`src/rtl/shift_sequencer.sv`:
```
// ---------------------------------------------------------------------------
// shift_sequencer
//
// Multi-cycle shift/rotate controller.  A command (operand, operation,
// total amount 0..2^AMT_W-1) is accepted over a valid/ready handshake.
// The amount is split into passes of at most MAX_STEP positions.  Each pass
// runs the 8-bit combinational `shifter` once and feeds its output back into
// the working register.  When the whole amount has been applied, the result
// is offered on a valid/ready output handshake.
//
// Optional feature (macro SHIFT_SEQ_EARLY_TERM_EN):
//   When defined, a SHIFT cycle whose working value can no longer change
//   (zero under a logical/arithmetic-left or logical-right shift, or 0x00/0xFF
//   under an arithmetic right shift) finishes immediately.  Results are
//   unchanged; only latency shrinks.  The default build leaves it undefined.
//
// Ports:
//   clk        in   rising-edge clock
//   rst_n      in   asynchronous active-low reset
//   in_valid   in   command valid
//   in_ready   out  command accepted when in_valid & in_ready (IDLE only)
//   in_data    in   8-bit signed operand
//   in_op      in   3-bit operation (0/7 pass, 1 lsl, 2 asl, 3 lsr, 4 asr,
//                   5 rotl, 6 rotr)
//   in_amt     in   AMT_W-bit total shift amount
//   out_valid  out  result valid (DONE state)
//   out_ready  in   result sink ready
//   out_data   out  8-bit signed result, 0 outside DONE
//   busy       out  high in SHIFT or DONE
// ---------------------------------------------------------------------------

// Combinational 8-bit shifter: one pass of 0..7 positions.
module shifter (
  input  logic [7:0] din,
  input  logic [2:0] sel,
  input  logic [2:0] shift_count,
  output logic [7:0] dout
);

  logic [15:0] rot_left;
  logic [15:0] rot_right;

  // Rotates are built by shifting a doubled copy of the operand, so the
  // bits leaving one end reappear at the other.
  always_comb begin
    rot_left  = {din, din} << shift_count;
    rot_right = {din, din} >> shift_count;
  end

  // Operation select.  Arithmetic left is identical to logical left.
  always_comb begin
    dout = din;
    case (sel)
      3'd1, 3'd2: dout = din << shift_count;
      3'd3:       dout = din >> shift_count;
      3'd4:       dout = 8'($signed(din) >>> shift_count);
      3'd5:       dout = rot_left[15:8];
      3'd6:       dout = rot_right[7:0];
      default:    dout = din;
    endcase
  end

endmodule

module shift_sequencer #(
  parameter int AMT_W    = 5,
  parameter int MAX_STEP = 7
) (
  input  logic             clk,
  input  logic             rst_n,
  input  logic             in_valid,
  output logic             in_ready,
  input  logic [7:0]       in_data,
  input  logic [2:0]       in_op,
  input  logic [AMT_W-1:0] in_amt,
  output logic             out_valid,
  input  logic             out_ready,
  output logic [7:0]       out_data,
  output logic             busy
);

  typedef enum logic [1:0] {
    IDLE  = 2'd0,
    SHIFT = 2'd1,
    DONE  = 2'd2
  } state_t;

  state_t           state;
  state_t           next_state;

  logic [7:0]       work;
  logic [2:0]       op_r;
  logic [AMT_W-1:0] rem;

  logic [2:0]       step;
  logic [AMT_W-1:0] rem_next;
  logic [7:0]       shift_dout;
  logic             early_term;

  // Per-pass count is the smaller of what is left and the largest pass the
  // shifter supports.  Since step never exceeds rem, rem cannot underflow.
  // AMT_W is expected to be at least 3 so rem can hold a full pass.
  always_comb begin
    if (rem < AMT_W'(MAX_STEP)) begin
      step = rem[2:0];
    end else begin
      step = 3'(MAX_STEP);
    end
    rem_next = rem - AMT_W'(step);
  end

  shifter u_shifter (
    .din         (work),
    .sel         (op_r),
    .shift_count (step),
    .dout        (shift_dout)
  );

`ifdef SHIFT_SEQ_EARLY_TERM_EN
  // A working value that is already at the fixed point of its operation
  // will not change with further passes, so the command can finish now.
  always_comb begin
    early_term = 1'b0;
    if ((op_r == 3'd1 || op_r == 3'd2 || op_r == 3'd3) && work == 8'h00) begin
      early_term = 1'b1;
    end else if (op_r == 3'd4 && (work == 8'h00 || work == 8'hFF)) begin
      early_term = 1'b1;
    end
  end
`else
  // Without early termination every command runs all of its passes.
  always_comb begin
    early_term = 1'b0;
  end
`endif

  // State register.
  always_ff @(posedge clk or negedge rst_n) begin
    if (!rst_n) begin
      state <= IDLE;
    end else begin
      state <= next_state;
    end
  end

  // Next-state and handshake outputs.  A zero amount still spends one SHIFT
  // cycle (step 0, pass-through) because the DONE decision uses rem_next.
  // in_ready is tied to IDLE only, so no command is taken during the output
  // handshake cycle.
  always_comb begin
    next_state = state;
    in_ready   = 1'b0;
    out_valid  = 1'b0;
    busy       = 1'b0;
    out_data   = 8'h00;
    case (state)
      IDLE: begin
        in_ready = 1'b1;
        if (in_valid) begin
          next_state = SHIFT;
        end
      end
      SHIFT: begin
        busy = 1'b1;
        if (early_term || rem_next == '0) begin
          next_state = DONE;
        end
      end
      DONE: begin
        busy      = 1'b1;
        out_valid = 1'b1;
        out_data  = work;
        if (out_ready) begin
          next_state = IDLE;
        end
      end
      default: begin
        next_state = IDLE;
      end
    endcase
  end

  // Datapath: command fields are captured only on the accepting edge; each
  // SHIFT cycle writes back one shifter pass and retires its step.
  always_ff @(posedge clk or negedge rst_n) begin
    if (!rst_n) begin
      work <= 8'h00;
      op_r <= 3'd0;
      rem  <= '0;
    end else begin
      case (state)
        IDLE: begin
          if (in_valid) begin
            work <= in_data;
            op_r <= in_op;
            rem  <= in_amt;
          end
        end
        SHIFT: begin
          if (early_term) begin
            rem <= '0;
          end else begin
            work <= shift_dout;
            rem  <= rem_next;
          end
        end
        default: begin
          work <= work;
        end
      endcase
    end
  end

endmodule

```
`config.mk`:
```
export PLATFORM = sky130hd
export DESIGN_NAME = shift_sequencer
export DESIGN_NICKNAME = d
export VERILOG_FILES = /design/src/rtl/shift_sequencer.sv
export SDC_FILE = /design/constraint.sdc
export NUM_CORES = 1
export LEC_CHECK = 0
export BUFFER_PORTS_ARGS = -buffer_cell sky130_fd_sc_hd__buf_4
export CAP_MARGIN = 20
export CORE_MARGIN = 10
export CORE_UTILIZATION = 63
export DETAILED_ROUTE_END_ITERATION = 8
export GPL_ROUTABILITY_DRIVEN = 0
export HOLD_SLACK_MARGIN = 0.03
export PLACE_DENSITY = 0.93
export SLEW_MARGIN = 10
export SYNTH_ARGS = -nofsm -noshare
export SYNTH_HDL_FRONTEND = slang
export SYNTH_SLANG_ARGS = --single-unit
```
`constraint.sdc`:
```
create_clock -name clk -period 4.88 [get_ports clk]
set_input_delay 0.244 -clock clk [delete_from_list [all_inputs] [get_ports clk]]
set_output_delay 0.244 -clock clk [all_outputs]
set_load 0.02 [all_outputs]
```
==> results.json <==
{
  "internal_power_mw": 0.845,
  "end_kind": "register",
  "via_per_inst": 7.54,
  "drive_gt1_share_pct": 19.0,
  "grt.busiest_layer": "met2",
  "numCtsBuffers": 3,
  "clock_sinks": 18,
  "postCtsSetupRepairBufs": 0,
  "syn_inst": 304,
  "numPortBuffers": 30,
  "ys_ff_latch": 18,
  "dp_slack_ns": 2.00,
  "async_reset_ff_share_pct": 100,
  "grt_max_degree": 35,
  "synth_top_area_share_pct": 19.2,
  "min_to": "op_r[0]",
  "r2r_cells": 7,
  "die_y_um": 81.0,
  "syn_area_um2": 2340,
  "fin_crit_ns": 3.07,
  "cp.arrival_ns": 3.22,
  "grt_pass1_vias": 2573,
  "syn_area_per_cell_um2": 7.71,
  "outcome": "complete, but fails checks",
  "finClkSkew_ns": 0.00986,
  "worstSetupStartpointType": "register",
  "die_w_um": 81.0,
  "syn-num-nets": 328,
  "worst_pin_slew_ns": 0.869,
  "grt_use_met2_pct": 37.4,
  "postCtsResizedCells": 0,
  "start_util_pct": 64.5,
  "p_per_area_nw_per_um2": 791,
  "violations": "design-rule violations",
  "grt.overflow.total": 0,
  "peakVddDrop_uv": 471,
  "yosysUniqueCellTypes": 72,
  "grtUsageMet1_pct": 30.6,
  "layout_setup_ws_ns": 1.81,
  "drv_cap": 0,
  "wl_per_cell_um": 22.7,
  "ff2ff_setup_slack_ns": 1.81,
  "use_met3_pct": 5.52,
  "ys_seq_area_share_pct": 19.2,
  "num_rows": 22,
  "power_frac_comb_pct": 67.7,
  "drv_slew": 0,
  "dr.pass1.iters": 9,
  "fin_crit_sh_pct": 63.0,
  "pwr-share-seq_pct": 25.8,
  "p_leak_nw": 0.996,
  "diodes": 0,
  "hpwlAfterDp_mm": 5.42,
  "rsz0062_at_grt": "false",
  "area_growth_pct": 8.64,
  "power_switching_mw": 1.17,
  "synth_edf_count": 0,
  "ioPinCount": 31,
  "slew_headroom_pct": 42.0,
  "crit_path_max_fanout": 23,
  "drc": 60,
  "switching_share_pct": 58.0,
  "setup_viol": 0,
  "clk_pin_slew_ns": 0.08,
  "drt_wl_total_mm": 8.12,
  "critPathRequiredTime_ns": 5.03,
  "clockBufferDepth": 2,
  "synthFlopType": "dfrtp_1",
  "fillers": 292,
  "crit_type": "reg -> reg",
  "finalNetCount": 335,
  "grt_usage_pct": 24.3,
  "clk_latency_ns": 0.27,
  "ctsHoldBuffers": 1,
  "ant_nets": 0,
  "fmaxAchievable_ghz": 0.325,
  "reg2reg_to": "work[6]",
  "hp-start": "in_op[0]",
  "yosysTopAreaCell": "dfrtp_1",
  "netlist_top_cells_area": "dfrtp_1 (19%), o21ai_0 (4.9%), mux2_2 (4.3%)",
  "hold_violations": 0,
  "grt_pass1_wl_mm": 12.9,
  "hold_path_depth": 2,
  "h-tree-depth": 1,
  "hp-class": "in -> reg",
  "drtIter0Drc": 664,
  "cts_root_buf": "clkbuf_8",
  "vias": 2700,
  "yosys-top-cells-count": "nand2_1 (23), o21ai_0 (23), clkbuf_1 (18), dfrtp_1 (18), a21oi_1 (15)",
  "utilization_pct": 70.1,
  "yosysWarnings": 0,
  "clockPowerShare_pct": 6.5,
  "core_area_um2": 3630,
  "cts_tree": "done",
  "antenna_found_initial": 0,
  "dieArea_um2": 6560,
  "r2r-start": "state[1]",
  "tns_ns": 0
}
per-stage QoR:
step | cells | power [mW] | instance area (um^2) | hold slack (ns)
3_3_place_gp | 353 | 1.73 | 2480 | 0.131
4_1_cts | 358 | 1.93 | 2550 | 0.208
3_5_place_dp | 353 | 1.78 | 2480 | 0.133
5_1_grt | 358 | 2.12 | 2550 | 0.207
6_report | 358 | 2.02 | 2550 | 0.201
2_1_floorplan | 304 | 1.50 | 2340 | -0.0516
state kept, by name (all words and copies together), names as in the netlist:
signal and count:
rem 5, work 8, op_r 3, state 2
power groups by stage:
stage,Combinational [mW],Sequential [mW],Clock (mW)
after floorplan,1.23,0.274,0
after global placement,1.24,0.485,0
after detailed placement,1.29,0.494,0
after CTS,1.31,0.493,0.129
after global routing,1.45,0.528,0.137
final,1.36,0.520,0.131
final cells by class:
type / count / area (um^2) / area share [%]
tap: 48 / 60.1 / 2.36
timing repair buffer: 34 / 258 / 10.1
clock buffer: 4 / 55.1 / 2.16
inverter: 10 / 37.5 / 1.47
multi-input combinational: 244 / 1690 / 66.2
sequential: 18 / 450 / 17.7
cells in the final DEF (no fill, tap or decap), types with 5 or more instances in the layout:
master,instances
a31oi_1,9
nor2b_1,13
mux2_2,9
dfrtp_1,18
inv_1,10
o2111ai_1,6
nor2_1,12
o21ai_0,23
nand2_1,23
a21oi_1,15
buf_4,33
nor4_1,9
and2_1,11
nand4_1,5
mux2i_1,10
nor3_1,10
per-layer routing:
| metal | wire length (um) | vias up | part of all wire (%) |
|---|---|---|---|
| met2 | 3550 | 268 | 44 |
| met5 | 0 | - | 0 |
| met1 | 2850 | 1178 | 35 |
| li1 | - | 1165 | - |
| met3 | 1120 | 89 | 14 |
| met4 | 602 | 0 | 7.4 |
worst max-delay path, stage by stage (launching register included):
cell      delay, ns
dfrtp_1        0.41
inv_1          0.09
ha_1           0.73
mux2i_2        0.40
a31oi_2        0.62
o311ai_0       0.28
a221oi_1       0.29
a31oi_1        0.13
how the worst max path moves through the flow:
stage | start | end | slack, ns | cells past startpoint
detailed placement | state[1] | work[6] | 2.00 | 7
global route | state[1] | work[6] | 1.70 | 7
finish | state[1] | work[6] | 1.81 | 7
floorplan | rem[1] | state[0] | 2.79 | 9
CTS | state[1] | work[6] | 1.97 | 7
global placement | state[1] | work[6] | 2.20 | 7
cell families after synthesis:
group,Yosys count,share of synthesized area (%)
xor gates and xnor gates,3,1.12
muxes,20,9.18
buffers and inverters,42,8.86
and+or+nand+nor,113,28.2
adders and majority gates,4,2.13
DFF,18,19.2
AOI/OAI and AO/OA,104,31.3
Note: power is estimated with default switching activity, not from simulation.
